==> config.mk <==
export PLATFORM = sky130hd
export DESIGN_NAME = uart_setpoint_decoder_flat
export DESIGN_NICKNAME = d
export VERILOG_FILES = /design/src/rtl/uart_setpoint_decoder_pkg.sv /design/src/rtl/uart_setpoint_decoder_if.sv /design/src/rtl/uart_setpoint_decoder_timeout.sv /design/src/rtl/uart_setpoint_decoder.sv /design/src/flat_wrapper.sv
export SDC_FILE = /design/constraint.sdc
export NUM_CORES = 1
export LEC_CHECK = 0
export CAP_MARGIN = 30
export CORE_MARGIN = 2
export CORE_UTILIZATION = 25
export DETAILED_ROUTE_END_ITERATION = 12
export HOLD_SLACK_MARGIN = 0.08
export SLEW_MARGIN = 10
export SYNTH_ARGS = -nofsm -noshare
export SYNTH_HDL_FRONTEND = slang
export SYNTH_HIERARCHICAL = 1
export SYNTH_SLANG_ARGS = --single-unit
export TNS_END_PERCENT = 30
==> constraint.sdc <==
create_clock -name clock -period 10 [get_ports clock]
set_input_delay 2 -clock clock [delete_from_list [all_inputs] [get_ports clock]]
set_output_delay 2 -clock clock [all_outputs]
set_load 0.01 [all_outputs]
==> src/rtl/uart_setpoint_decoder_pkg.sv <==
// Shared types and constants for the UART setpoint frame decoder.
// Frame on the wire: SOF, CH, DH, DL, CHK with CHK = CH ^ DH ^ DL.
package uart_setpoint_pkg;

  typedef enum logic [2:0] {
    IDLE,
    GET_CH,
    GET_DH,
    GET_DL,
    GET_CHK,
    RESP
  } state_t;

  localparam logic [7:0] SOF       = 8'hA5;
  localparam logic [7:0] ACK       = 8'h06;
  localparam logic [7:0] NAK       = 8'h15;
  localparam int         FRAME_LEN = 5;

  function automatic logic [7:0] frame_chk(input logic [7:0] ch,
                                           input logic [7:0] dh,
                                           input logic [7:0] dl);
    return ch ^ dh ^ dl;
  endfunction

endpackage

==> src/rtl/uart_setpoint_decoder_if.sv <==
// Byte channels between the UART core (master) and the setpoint decoder (slave).
// Handshake: a byte moves on any clock edge where valid && ready are both high; valid holds its byte stable until then.
interface uart_setpoint_decoder_if;
  logic       rx_valid;
  logic       rx_ready;
  logic [7:0] rx_bits;
  logic       rx_error;
  logic       tx_valid;
  logic       tx_ready;
  logic [7:0] tx_bits;

  modport master (
    output rx_valid, rx_bits, rx_error, tx_ready,
    input  rx_ready, tx_valid, tx_bits
  );

  modport slave (
    input  rx_valid, rx_bits, rx_error, tx_ready,
    output rx_ready, tx_valid, tx_bits
  );
endinterface

==> src/rtl/uart_setpoint_decoder_timeout.sv <==
// Inter-byte timeout: loaded on every accepted byte, counts down while a frame is open.
// expired pulses on the cycle the count sits at zero, i.e. LIMIT idle cycles after the last byte.
module sp_timeout_counter #(
  parameter int LIMIT = 100000
) (
  input  logic clock,
  input  logic reset,
  input  logic clear,
  input  logic enable,
  output logic expired
);

  localparam int             W    = (LIMIT > 1) ? $clog2(LIMIT) : 1;
  localparam logic [W-1:0]   LOAD = W'(LIMIT - 1);

  logic [W-1:0] cnt_q;

  always_ff @(posedge clock or posedge reset) begin
    if (reset)              cnt_q <= '0;
    else if (clear)         cnt_q <= LOAD;
    else if (!enable)       cnt_q <= '0;
    else if (cnt_q != '0)   cnt_q <= cnt_q - 1'b1;
  end

  assign expired = enable && !clear && (cnt_q == '0);

endmodule

==> src/rtl/uart_setpoint_decoder.sv <==
// Parses 5-byte setpoint frames from the UART RX channel, updates the DAC setpoint bank
// with a one-cycle strobe, and answers each completed or aborted frame with ACK/NAK.
module uart_setpoint_decoder
  import uart_setpoint_pkg::*;
#(
  parameter int NUM_CH      = 12,
  parameter int DATA_W      = 16,
  parameter int TIMEOUT_CYC = 100000
) (
  input  logic                     clock,
  input  logic                     reset,
  uart_setpoint_decoder_if.slave   bus,
  output logic [NUM_CH*DATA_W-1:0] sp_data,
  output logic [NUM_CH-1:0]        sp_update,
  output logic [15:0]              frame_err_cnt,
  output state_t                   state_dbg
);

  localparam logic [7:0] NUM_CH_B = 8'(NUM_CH);

  state_t                    state_q, state_d;
  logic [7:0]                ch_q, ch_d, dh_q, dh_d, dl_q, dl_d;
  logic [7:0]                tx_bits_q, tx_bits_d;
  logic [NUM_CH*DATA_W-1:0]  sp_data_q, sp_data_d;
  logic [NUM_CH-1:0]         sp_update_q, sp_update_d;
  logic [15:0]               err_q, err_d;
  logic                      err_inc, byte_ok, in_frame, tmo_expired;

  assign bus.rx_ready  = (state_q != RESP);
  assign bus.tx_valid  = (state_q == RESP);
  assign bus.tx_bits   = tx_bits_q;
  assign sp_data       = sp_data_q;
  assign sp_update     = sp_update_q;
  assign frame_err_cnt = err_q;
  assign state_dbg     = state_q;

  // An errored byte is never consumed, even though rx_ready is high.
  assign byte_ok  = bus.rx_valid && bus.rx_ready && !bus.rx_error;
  assign in_frame = (state_q == GET_CH) || (state_q == GET_DH) ||
                    (state_q == GET_DL) || (state_q == GET_CHK);

  sp_timeout_counter #(.LIMIT(TIMEOUT_CYC)) u_timeout (
    .clock   (clock),
    .reset   (reset),
    .clear   (byte_ok),
    .enable  (in_frame),
    .expired (tmo_expired)
  );

  always_ff @(posedge clock or posedge reset) begin
    if (reset) begin
      state_q     <= IDLE;
      ch_q        <= '0;
      dh_q        <= '0;
      dl_q        <= '0;
      tx_bits_q   <= '0;
      sp_data_q   <= '0;
      sp_update_q <= '0;
      err_q       <= '0;
    end else begin
      state_q     <= state_d;
      ch_q        <= ch_d;
      dh_q        <= dh_d;
      dl_q        <= dl_d;
      tx_bits_q   <= tx_bits_d;
      sp_data_q   <= sp_data_d;
      sp_update_q <= sp_update_d;
      err_q       <= err_d;
    end
  end

  always_comb begin
    state_d     = state_q;
    ch_d        = ch_q;
    dh_d        = dh_q;
    dl_d        = dl_q;
    tx_bits_d   = tx_bits_q;
    sp_data_d   = sp_data_q;
    sp_update_d = '0;
    err_inc     = 1'b0;

    case (state_q)
      IDLE: begin
        if (bus.rx_error)                             err_inc = 1'b1;
        else if (byte_ok && (bus.rx_bits == SOF))     state_d = GET_CH;
      end
      GET_CH, GET_DH, GET_DL, GET_CHK: begin
        if (bus.rx_error || tmo_expired) begin
          tx_bits_d = NAK;
          err_inc   = 1'b1;
          state_d   = RESP;
        end else if (byte_ok) begin
          case (state_q)
            GET_CH: begin ch_d = bus.rx_bits; state_d = GET_DH; end
            GET_DH: begin dh_d = bus.rx_bits; state_d = GET_DL; end
            GET_DL: begin dl_d = bus.rx_bits; state_d = GET_CHK; end
            default: begin
              if ((bus.rx_bits == frame_chk(ch_q, dh_q, dl_q)) && (ch_q < NUM_CH_B)) begin
                for (int k = 0; k < NUM_CH; k++) begin
                  if (ch_q == 8'(k)) begin
                    sp_update_d[k]                  = 1'b1;
                    sp_data_d[k*DATA_W +: DATA_W]   = {dh_q, dl_q};
                  end
                end
                tx_bits_d = ACK;
              end else begin
                tx_bits_d = NAK;
                err_inc   = 1'b1;
              end
              state_d = RESP;
            end
          endcase
        end
      end
      RESP: begin
        if (bus.rx_error) err_inc = 1'b1;
        if (bus.tx_ready) state_d = IDLE;
      end
      default: state_d = IDLE;
    endcase

    err_d = (err_inc && (err_q != 16'hFFFF)) ? err_q + 16'd1 : err_q;
  end

endmodule

==> src/flat_wrapper.sv <==
// flat-port wrapper written by rule: the top's interface ports become plain ports
module uart_setpoint_decoder_flat import uart_setpoint_pkg::*;
#(
  parameter int NUM_CH      = 12,
  parameter int DATA_W      = 16,
  parameter int TIMEOUT_CYC = 100000
)
  (clock, reset, sp_data, sp_update, frame_err_cnt, state_dbg, bus_rx_valid, bus_rx_bits, bus_rx_error, bus_tx_ready, bus_rx_ready, bus_tx_valid, bus_tx_bits);
  uart_setpoint_decoder_if bus_i ();
  input  logic clock;
  input  logic reset;
  output logic [NUM_CH*DATA_W-1:0] sp_data;
  output logic [NUM_CH-1:0] sp_update;
  output logic [15:0] frame_err_cnt;
  output state_t state_dbg;
  input wire logic [$bits(bus_i.rx_valid)-1:0] bus_rx_valid;
  input wire logic [$bits(bus_i.rx_bits)-1:0] bus_rx_bits;
  input wire logic [$bits(bus_i.rx_error)-1:0] bus_rx_error;
  input wire logic [$bits(bus_i.tx_ready)-1:0] bus_tx_ready;
  output wire logic [$bits(bus_i.rx_ready)-1:0] bus_rx_ready;
  output wire logic [$bits(bus_i.tx_valid)-1:0] bus_tx_valid;
  output wire logic [$bits(bus_i.tx_bits)-1:0] bus_tx_bits;
  assign bus_i.rx_valid = bus_rx_valid;
  assign bus_i.rx_bits = bus_rx_bits;
  assign bus_i.rx_error = bus_rx_error;
  assign bus_i.tx_ready = bus_tx_ready;
  assign bus_rx_ready = bus_i.rx_ready;
  assign bus_tx_valid = bus_i.tx_valid;
  assign bus_tx_bits = bus_i.tx_bits;
  uart_setpoint_decoder #(.NUM_CH(NUM_CH), .DATA_W(DATA_W), .TIMEOUT_CYC(TIMEOUT_CYC)) u_core (.clock(clock), .reset(reset), .bus(bus_i), .sp_data(sp_data), .sp_update(sp_update), .frame_err_cnt(frame_err_cnt), .state_dbg(state_dbg));
endmodule
==> metrics.cfg <==
[yosys]
yosys_warnings=6
yosysTopAreaCell=dfrtp_1
synth_top_family_by_area=multiplexers
muxShareOfSynthArea_pct=23.5
syn_inst=776
synth_area_per_cell_sq_um=14.9
ys.flop_type=dfrtp_1
synth_compound_area_share_pct=2.59
synth.distinct_cells=61
synth_area_leaders=dfrtp_1, mux2_2, mux2_4
yosys.area_share.adder_pct=0.303
synth_top_area_share_pct=57.8
synth_xor_area_share_pct=3.86
ys_ff_latch=267
synth_simple_gate_area_share_pct=8.75
synth_edf_count=0
synth_area_sq_um=11600
async_flop_share_pct=100
ys_seq_area_share_pct=57.8

[global_routing]
antenna_found_initial=1
grt_pass1_vias=7516
grt_usage_pct=13.5
grt_pass1_wl_um=48800
grt_overflow_total=0
grt_max_degree=132

[power_and_ir_drop]
pwr-share-clk_pct=35.3
power.leakage_nw=7.23
ir_worst_vdd_v=0.000119
intPower_mw=2.10
power.density_nw_per_um2=202
pwr-share-comb_pct=19.1
seq_power_share_pct=45.6
net-switching-power_mw=1.03
sw_frac_of_total_pct=32.9

[sta]
final.setup_skew_ns=0.0136
rsz0062_at_grt=no
fmax_mhz=182
setup_tns_ns=0
max-slew-margin-rel_pct=37.1
finalCritPeriodShare_pct=55.0
finalCriticalPeriod_ns=5.50
hold_viol=0
drv_slew=0
setup_viol=0
hold_ws_ns=0.482
tightestPinTransition_ns=0.940

[routing]
drc=0
dr.pass1.iters=4
vias=7039
ant_nets=0
vias_per_cell=4.31
routed_wl_um=32500
drt-initial-drc-count=333
wire_per_inst_um=19.9

[hold_path]
hold_class=flip-flop to flip-flop

[final_layout]
final_nets=1032
diodes=0
layout-drive-gt1-share_pct=27.1
layout_common_cells=dfrtp_1, clkdlybuf4s50_1, mux2_2, mux2_4
final_common_cell=dfrtp_1
syn_to_final_growth_pct=33.9

[clock_tree]
cts.clk_slew.worst_paths_ns=0.06
cts_tree=built
ctsHtreeMaxLevel=1
clk_latency_ns=0.58
clockBufferDepth=3
cts_buffers=31
cts_sinks=267
postCtsSetupRepairBufs=0
cts_hold_buffers=0
ctsResizeCount=0
root_buffer=clkbuf_16

[status]
outcome=finished, final reports clean

[floorplan]
die_h_um=219
rows=78
io_pins=246
core_sq_um=45500
start_util_pct=25.4
dieArea_sq_um=48000
die_x_um=219

[place]
port_buffers=241
gp_congestion=0.774
hpwl_um=22000

[setup_path]
path_class=primary input to flip-flop
start_kind=primary input
critical_path_required_ns=10.46
crit_path_end_kind=flip-flop
path_max_fanout=17
cp.arrival_ns=5.96

[run]
maxCapViolCount=0

cells by family (layout without fill, tap and decap cells):
logic type,Yosys count,count (layout)
other,1,4
xor gates and xnor gates,51,51
DFF,267,267
adders and majority gates,3,3
muxes,217,217
and+or+nand+nor,139,139
buffers and inverters,58,314
AOI/OAI and AO/OA,40,40
Yosys cell counts, types with 4 or more instances:
library cell and count:
mux2_4 72, nor2_1 32, inv_1 16, xor2_1 19
o21bai_1 5, dfrtp_1 267, nor3_1 12, nor3_4 4
buf_4 5, nand2_1 20, o21ai_0 5, a21o_1 5
and3_1 6, xnor2_1 32, mux2_1 28, nor2b_1 5
nor3_2 7, a21oi_1 11, nand2b_1 5, nand3_4 8
nand3_1 10, buf_6 11, clkbuf_1 20, mux2_2 117
worst paths after layout:
check	start	end	slack, ns	cells past startpoint
setup / recovery	bus_rx_valid	u_core/sp_data[191]	4.50	10
hold / removal	u_core/sp_data[112]	u_core/sp_data[112]	0.48	1
setup reg to reg	u_core/state_dbg[2]	u_core/sp_data[191]	5.66	10
hold reg to reg	u_core/sp_data[112]	u_core/sp_data[112]	0.48	1
max in group asynchronous	reset	u_core/sp_data[81]	6.59	4
min in group asynchronous	reset	u_core/bus.tx_bits[0]	1.77	2
power by group through the flow:
stage / clock network [mW] / registers, mW / logic [mW]
finish: 1.11 / 1.43 / 0.598
global route: 1.20 / 1.46 / 0.659
floorplan: 0 / 1.30 / 0.516
detailed placement: 0 / 1.46 / 0.601
global placement: 0 / 1.45 / 0.588
CTS: 1.15 / 1.44 / 0.604
per-layer routing:
| metal | part of all wire, % | wire length (um) | up-vias | track usage [%] |
|---|---|---|---|---|
| met5 | 0.040 | 13 | - | 0 |
| met4 | 3.3 | 1060 | 2 | 5.00 |
| met3 | 6.9 | 2250 | 58 | 3.71 |
| met2 | 47 | 15300 | 195 | 21.9 |
| met1 | 43 | 13900 | 3599 | 17.3 |
| li1 | - | - | 3185 | - |
critical path, stage by stage:
cell,delay (ns)
clkdlybuf4s50_1,0.57
nand2_1,0.13
nor2_1,0.52
nand2b_1,0.38
nor2_1,0.13
or2_2,0.42
nor2_1,0.19
nand3_1,0.33
nor3_4,0.86
mux2_2,0.41
per-stage QoR:
stage                     setup WS, ns  area, sq um  total power, mW  utilization [%]  instances
after global routing              4.23        15500             3.31             34.0       1635
after CTS                         4.46        15400             3.19             33.9       1632
after detailed placement          3.83        14500             2.06             31.8       1581
after global placement            4.01        14400             2.04             31.8       1580
final                             4.50        15500             3.13             34.0       1635
after floorplan                   1.13        11600             1.81                -        779
cell type report:
cell class	count	area [sq um]
Fill cell	4470	30000
Clock buffer	38	812
Clock inverter	13	163
Tap cell	600	751
Inverter	16	67.6
Timing Repair Buffer	247	2490
Sequential cell	267	6680
Multi-Input combinational cell	454	4520
registers in the layout, indices dropped and copies added, names as in the netlist:
name and flops:
u_core/u_timeout/cnt_q 17, u_core/sp_data 192, u_core/state_dbg 3, u_core/frame_err_cnt 16, u_core/bus.tx_bits 3, u_core/dh_q 8, u_core/ch_q 8, u_core/dl_q 8
u_core/sp_update 12
Note: power is estimated with default switching activity, not from simulation.
